--- config.mk ---
export PLATFORM = sky130hd
export DESIGN_NAME = pipeline_hazard_ctrl
export DESIGN_NICKNAME = d
export VERILOG_FILES = /design/src/rtl/pipeline_hazard_ctrl.sv
export SDC_FILE = /design/constraint.sdc
export NUM_CORES = 1
export LEC_CHECK = 0
export BUFFER_PORTS_ARGS = -buffer_cell sky130_fd_sc_hd__buf_4
export CORE_MARGIN = 3
export CORE_UTILIZATION = 45
export DETAILED_ROUTE_END_ITERATION = 8
export GPL_TIMING_DRIVEN = 0
export HOLD_SLACK_MARGIN = 0.03
export PLACE_DENSITY_LB_ADDON = 0.3
export SLEW_MARGIN = 20
export SYNTH_ARGS = -nofsm -noshare
export SYNTH_HDL_FRONTEND = slang
export SYNTH_SLANG_ARGS = --single-unit
--- constraint.sdc ---
create_clock -name clk -period 5.75 [get_ports clk]
set_clock_uncertainty 0.2 [all_clocks]
set_input_delay 0.2875 -clock clk [delete_from_list [all_inputs] [get_ports clk]]
set_output_delay 0.2875 -clock clk [all_outputs]
set_load 0.01 [all_outputs]
--- src/rtl/pipeline_hazard_ctrl.sv ---
// Purpose: turns load-use stall, branch/jump kill and global hold requests into pipeline enables, flushes and PC select.
// Latency: enables, flushes and redirect are combinational (same cycle); state, counters and timeout update at the next edge.
// Backpressure: ext_hold freezes every stage and banks kills raised meanwhile; banked kills are applied once after release.
module pipeline_hazard_ctrl #(
  parameter int CNT_W     = 16,
  parameter int MAX_STALL = 8
) (
  input  logic             clk,
  input  logic             reset,
  input  logic             clk_stall,
  input  logic             branch_kill,
  input  logic             jump_kill,
  input  logic             ext_hold,
  output logic             pc_en,
  output logic             if_id_en,
  output logic             id_ex_en,
  output logic             ex_mem_en,
  output logic             mem_wb_en,
  output logic             if_id_flush,
  output logic             id_ex_flush,
  output logic [1:0]       pc_redirect,
  output logic [1:0]       state,
  output logic [CNT_W-1:0] stall_cnt,
  output logic [CNT_W-1:0] flush_cnt,
  output logic             stall_timeout
);

  // consec only needs to reach MAX_STALL; it saturates there.
  localparam int CW = (MAX_STALL < 1) ? 1 : $clog2(MAX_STALL + 1);
  localparam logic [CW-1:0]    CONSEC_MAX = CW'(MAX_STALL);
  localparam logic [CNT_W-1:0] CNT_MAX    = {CNT_W{1'b1}};

  typedef enum logic [1:0] {
    ST_RUN   = 2'd0,
    ST_STALL = 2'd1,
    ST_FLUSH = 2'd2,
    ST_HOLD  = 2'd3
  } action_t;

  action_t       act;
  action_t       state_q;
  logic          pend_branch;
  logic          pend_jump;
  logic [CW-1:0] consec;

  logic eff_branch;
  logic eff_jump;

  assign eff_branch = branch_kill | pend_branch;
  assign eff_jump   = jump_kill | pend_jump;
  assign state      = state_q;

  // Pick this cycle's action by priority and drive the pipeline controls from it.
  always_comb begin
    act         = ST_RUN;
    pc_en       = 1'b1;
    if_id_en    = 1'b1;
    id_ex_en    = 1'b1;
    ex_mem_en   = 1'b1;
    mem_wb_en   = 1'b1;
    if_id_flush = 1'b0;
    id_ex_flush = 1'b0;
    pc_redirect = 2'b00;
    if (reset) begin
      pc_en       = 1'b0;
      if_id_en    = 1'b0;
      id_ex_en    = 1'b0;
      ex_mem_en   = 1'b0;
      mem_wb_en   = 1'b0;
      if_id_flush = 1'b1;
      id_ex_flush = 1'b1;
    end else if (ext_hold) begin
      act       = ST_HOLD;
      pc_en     = 1'b0;
      if_id_en  = 1'b0;
      id_ex_en  = 1'b0;
      ex_mem_en = 1'b0;
      mem_wb_en = 1'b0;
    end else if (eff_branch) begin
      act         = ST_FLUSH;
      if_id_flush = 1'b1;
      id_ex_flush = 1'b1;
      pc_redirect = 2'b10;
    end else if (eff_jump) begin
      act         = ST_FLUSH;
      if_id_flush = 1'b1;
      pc_redirect = 2'b01;
    end else if (!clk_stall) begin
      act         = ST_STALL;
      pc_en       = 1'b0;
      if_id_en    = 1'b0;
      id_ex_flush = 1'b1;
    end
  end

  // Record the applied action, bank kills during hold, and maintain counters and the timeout flag.
  always_ff @(posedge clk) begin
    if (reset) begin
      state_q       <= ST_RUN;
      pend_branch   <= 1'b0;
      pend_jump     <= 1'b0;
      stall_cnt     <= '0;
      flush_cnt     <= '0;
      consec        <= '0;
      stall_timeout <= 1'b0;
    end else begin
      state_q <= act;
      // Any non-hold cycle consumes the banked kills, even if the live input is still high.
      if (act == ST_HOLD) begin
        pend_branch <= pend_branch | branch_kill;
        pend_jump   <= pend_jump | jump_kill;
      end else begin
        pend_branch <= 1'b0;
        pend_jump   <= 1'b0;
      end
      if (act == ST_FLUSH && flush_cnt != CNT_MAX) begin
        flush_cnt <= flush_cnt + 1'b1;
      end
      if (act == ST_STALL) begin
        if (stall_cnt != CNT_MAX) begin
          stall_cnt <= stall_cnt + 1'b1;
        end
        if (consec == CONSEC_MAX) begin
          stall_timeout <= 1'b1;
        end else begin
          consec <= consec + 1'b1;
        end
      end else if (act != ST_HOLD) begin
        consec <= '0;
      end
    end
  end

endmodule

==> results of run 1 <==
[metal layers]
layer	wire length, um	share of wire	vias up	GRT usage
li1	-	-	1103	-
met4	76	0.014	0	0.0830
met3	253	0.047	8	0.0294
met2	2710	0.50	62	0.343
met5	0	0	-	0
met1	2390	0.44	1041	0.257
[cell type report]
| type | instances | area, um2 |
|---|---|---|
| well taps | 52 | 65.1 |
| clock buffers | 7 | 86.3 |
| repair buffers | 49 | 368 |
| inverters | 10 | 37.5 |
| flip-flops and latches | 41 | 821 |
| plain buffers | 13 | 61.3 |
| fillers | 425 | 1820 |
| multi-input cells | 196 | 1210 |
[power breakdown]
group | switching (W) | internal, W | total, W
logic | 0.0000228 | 0.0000159 | 0.0000387
registers | 0.00000266 | 0.000286 | 0.000289
clock network | 0.0000948 | 0.0000953 | 0.000190
[through the flow]
step | instance area (um2) | hold slack, ps | utilization
4_1_cts | 2650 | 65.0 | 0.592
6_report | 2650 | 71.4 | 0.592
2_1_floorplan | 2130 | 234 | -
3_5_place_dp | 2560 | 270 | 0.573
3_3_place_gp | 2560 | 273 | 0.573
5_1_grt | 2650 | 77.8 | 0.592
[cells by family (layout without fill, tap and decap cells)]
kind of cell	after synthesis	after routing	synth area share
AO/OA/AOI/OAI	65	65	0.190
adder cells (fa/ha/maj)	4	4	0.0235
multiplexers	6	6	0.0305
AND/OR/NAND/NOR	121	121	0.325
buffers and inverters	23	79	0.0464
flip-flops	41	41	0.385
[final timing paths]
| check | startpoint | to | slack [ps] |
|---|---|---|---|
| worst max-delay path | stall_cnt[2] | stall_cnt[5] | 3100 |
| worst min-delay path | jump_kill | pend_jump | 70 |
| worst max register to register | stall_cnt[2] | stall_cnt[5] | 3100 |
| worst min register to register | stall_timeout | stall_timeout | 300 |
[synth_stat cells (all sizes together), types with 6 or more instances]
cell type / instances / share of area
a21oi: 28 / 0.066
o21ai: 10 / 0.023
nand4: 6 / 0.018
inv: 10 / 0.018
clkbuf: 8 / 0.014
or4: 18 / 0.067
nand3: 14 / 0.033
nand2: 16 / 0.028
nor4: 12 / 0.035
dfxtp: 41 / 0.39
nor2: 22 / 0.039
nor3: 8 / 0.019
o31ai: 13 / 0.046
[critical path: stages, from the launching register on]
cell and delay, ps:
dfxtp_1 440, nand4_1 340, nor4_1 800, clkbuf_1 370
nor4_1 100, mux2_2 280
[state kept, by name, indices dropped and copies added, names as in the netlist]
register	count
stall_timeout	1
consec	4
flush_cnt	16
state	2
pend_jump	1
pend_branch	1
stall_cnt	16
==> out/results.ini, run 1 <==
[run_status]
status = finished clean

[timing]
final-setup-viol-count = 0
worst-slew-pin-transition_ps = 801
relSlewSlack = 0.461
rsz0062_at_grt = false
max_freq_mhz = 378
finalCritPeriodShare = 0.461
worst_slack_ps = 3100
hold_viol = 0
fin_crit_ps = 2650
fin_tns_setup_ps = 0
slew_viol_final = 0

[worst_setup_path]
path_max_fanout = 10
crit_required_ps = 5730
worstRegToRegCells = 5
arrival_ps = 2630
cp-start-kind = flop
endpoint_kind = flop
crit_type = flop to flop

[global_routing]
grt-ovfl-total = 0
grt_use_total = 0.202
grt_pass1_vias = 2023
grt_pass1_wl_mm = 8.95
grt_antenna_before_repair = 0
grt_max_degree = 12

[synthesis]
ys_types = 42
synth_ff_type = dfxtp_1
synth.yosys.warnings = 0
syn_inst = 260
synth-edff-count = 0
async_flop_share = 0
synth_area_per_cell_um2 = 8.20
ys_seq_area_frac = 0.385
ys_seq_elements = 41
syn_nets = 270
syn_area_um2 = 2130

[floorplan]
pin_count = 50
rows = 24
core_um2 = 4470
start_util = 0.476
die_y_um = 74.8
die_area_um2 = 5600
die_w_um = 74.8

[route]
drt_iter0_drc = 112
drt-pass1-iter-count = 4
via_count = 2214
drc = 0
wl_per_cell_um = 14.8
drt-vias-per-instance = 6.02
routed_wl_mm = 5.43
drt.antenna.violating_nets = 0

[final_layout]
antenna_cells = 0
area_growth_pct = 24.4
layout_commonest_cell = buf_4
final_net_count = 326
layout-drive-gt1-share = 0.215
final_cells = 368
final_cell_mix = buf_4 (52), dfxtp_1 (41), a21oi_1 (28)

[placement]
placed_cells = 361
place.gp.congestion = 0.848
port_buffers = 49
post-place-ws_ps = 3170
post-dp-hpwl_mm = 3.95

[min_path]
hold_class = input pin to flop
holdPathStages = 3

[power]
power_w = 0.000518
p_per_area_nw_per_um2 = 195
p_leak_nw = 0.939
peakVddDrop_uv = 116

[clocking]
cts.sinks = 41
clock_latency_ps = 290
holdBufCountCts = 0
clk_pin_slew_ps = 70
cts.path.max_buffers = 2
cts-root-buf = clkbuf_8
cts_resized = 0
cts_max_level = 2
cts_tree = yes
cts_buffers = 5
postCtsSetupBuffers = 0

[job]
maxCapViolCount = 0

No activity file was read; power rests on OpenSTA's default activity.
==> run 2: changes to the inputs <==
- clock period: 5.75 -> 2.65 ns (I/O delays scaled with it)
==> run 2 against run 1 <==
Net effect:
- highest routed layer unchanged
- cell area grew 1.4%
- worst hold slack got worse by 42 ps
- worst setup slack lost 3000 ps
- wire length up 1.3%
- global-route usage is 0.11 points higher
- via count decreased by 0.23%
- clock-buffer cell count unchanged
- non-clock buffer count up 2
- die area did not move
- clock power is 120% higher
==> out/results.ini, run 2 (synthesis gave the netlist of run 1 again) <==
[run_status]
status = finished clean

[placement]
post-place-ws_ps = 73.8  ; -3100 ps
dpl_cell_area_um2 = 2560  ; unchanged
place.gp.congestion = 0.848  ; unchanged
port_buffers = 49  ; unchanged
post-dp-hpwl_mm = 3.95  ; unchanged
placed_cells = 361  ; unchanged

[timing]
finalCritPeriodShare = 0.964
fin_tns_setup_ps = 0  ; unchanged
relSlewSlack = 0.522  ; +0.0614
max_freq_mhz = 392
slew_viol_final = 0  ; unchanged
worst_slack_ps = 95.7  ; -3010 ps
final-setup-viol-count = 0  ; unchanged
worst-slew-pin-transition_ps = 710  ; -91.2 ps
hold_viol = 0  ; unchanged
hold_slack_ps = 29.0  ; -42.4 ps
fin_crit_ps = 2550

[final_layout]
layout_commonest_cell = buf_4
reg_top3 = flush_cnt (16), stall_cnt (16), consec (4)
final_net_count = 328  ; +0.61%
final_cell_area_um2 = 2690  ; +1.4%
antenna_cells = 0  ; unchanged
final_cell_mix = buf_4 (52), dfxtp_1 (41), a21oi_1 (28)
final_cells = 370  ; +0.54%
area_growth_pct = 26.1
layout-drive-gt1-share = 0.223  ; +0.00808

[worst_setup_path]
path_max_fanout = 8  ; -2
worstRegToRegCells = 5  ; unchanged
critPathTopFamily = simple AND/OR/NAND/NOR gates
endpoint_kind = flop
startpoint = branch_kill
cp-start-kind = input pin
cp_slowest_stage_delay_ps = 580  ; -220 ps
arrival_ps = 2580  ; -50 ps
reg2reg_from = stall_cnt[2]
crit_required_ps = 2670  ; -3060 ps
crit_type = input pin to flop
path_buf_inv = 2  ; +1
path_cells = dlygate4sd3_1 > buf_4 > or4_4 > or4_4 > or4_1 > a21oi_1
slowest_stage = or4_4
cpMostUsedCell = or4_4
cp.depth = 6  ; +1

[route]
top_layer = met4
wl_per_cell_um = 14.9  ; +0.72%
drt-pass1-iter-count = 4  ; unchanged
drt.antenna.violating_nets = 0  ; unchanged
drt_iter0_drc = 122  ; +8.9%
drc = 0  ; unchanged
routed-wl-met2_mm = 2.73  ; +0.66%
wl_met1_mm = 2.43  ; +1.4%
drt-vias-per-instance = 5.97  ; -0.77%
wl_met3_um = 271  ; +7.1%
routed_wl_mm = 5.50  ; +1.3%
via_count = 2209  ; -0.23%

[power]
p_leak_nw = 0.949  ; +1.1%
p_per_area_nw_per_um2 = 421  ; +120%
peakVddDrop_uv = 253  ; +120%

[min_path]
holdPathStages = 4  ; +1
hold_class = input pin to flop
hp-start = clk_stall

[clocking]
clock_latency_ps = 290  ; about the same
cts_max_level = 2  ; unchanged
cts-root-buf = clkbuf_8
postCtsSetupBuffers = 0  ; unchanged
cts_buffers = 5  ; unchanged
cts.path.max_buffers = 2  ; unchanged
cts.sinks = 41  ; unchanged
cts_tree = yes
clk_pin_slew_ps = 70  ; about the same

[floorplan]
core_um2 = 4470  ; unchanged
pin_count = 50  ; unchanged
start_util = 0.476  ; unchanged
die_w_um = 74.8  ; unchanged
die_y_um = 74.8  ; unchanged
rows = 24  ; unchanged
die_area_um2 = 5600  ; unchanged

[global_routing]
grt_max_degree = 12  ; unchanged
grt_antenna_before_repair = 0  ; unchanged
grt-ovfl-total = 0  ; unchanged
grt_pass1_vias = 2031  ; +0.40%
grt_use_total = 0.203  ; +0.00111
grt_pass1_wl_mm = 9.00  ; +0.61%

[job]
maxCapViolCount = 0  ; unchanged

run 2: cell types whose count changed in the layout (fill, tap and decap cells not counted):
| cell | before | now |
|---|---|---|
| dlygate4sd3_1 | 0 | 2 |
| nor3_1 | 8 | 7 |
| nor3_2 | 0 | 1 |
| nor4_1 | 12 | 10 |
| nor4_2 | 0 | 2 |
run 2: repair_timing:
action,4_1_cts,5_1_grt
hold buffers,2,0
resized for setup,0,3
endpoints found under the hold margin,4,0
endpoints found under the setup margin,0,11
run 2: layout make-up:
| cell class | count | area (um2) |
|---|---|---|
| clock buffer | 7 | 86.3 |
| buffer | 13 | 61.3 |
| fill | 417 | 1790 |
| multi-input combinational | 196 | 1230 |
| inverter | 10 | 37.5 |
| sequential | 41 | 821 |
| timing repair buffer | 51 | 388 |
| tap | 52 | 65.1 |
run 2: report_power, final:
group          switching, W  total [W]  internal [W]
registers        0.00000598   0.000627      0.000621
clock network      0.000211   0.000417      0.000207
logic             0.0000507  0.0000874     0.0000367
run 2: metal layers:
metal / vias to the layer above / GRT usage
met2: 56 / 0.344
li1: 1111 / -
met5: - / 0
met1: 1035 / 0.259
met4: 0 / 0.0830
met3: 7 / 0.0294
run 2: path summary, 6_finish.rpt:
path	endpoint	slack, ps
setup / recovery	stall_cnt[15]	100
hold / removal	state[0]	30
setup reg to reg	stall_cnt[5]	160
hold reg to reg	stall_timeout	300
run 2: tightest hold or removal path: stages:
cell     delay (ps)
buf_4            90
nor3_2           70
a21oi_1         140
nor2_1           50
run 2: metrics by stage:
stage / util / power [W]
final: 0.601 / 0.00113
after global routing: 0.601 / 0.00117
after CTS: 0.597 / 0.00113
after detailed placement: 0.573 / 0.000725
after global placement: 0.573 / 0.000724
after floorplan: - / 0.000686
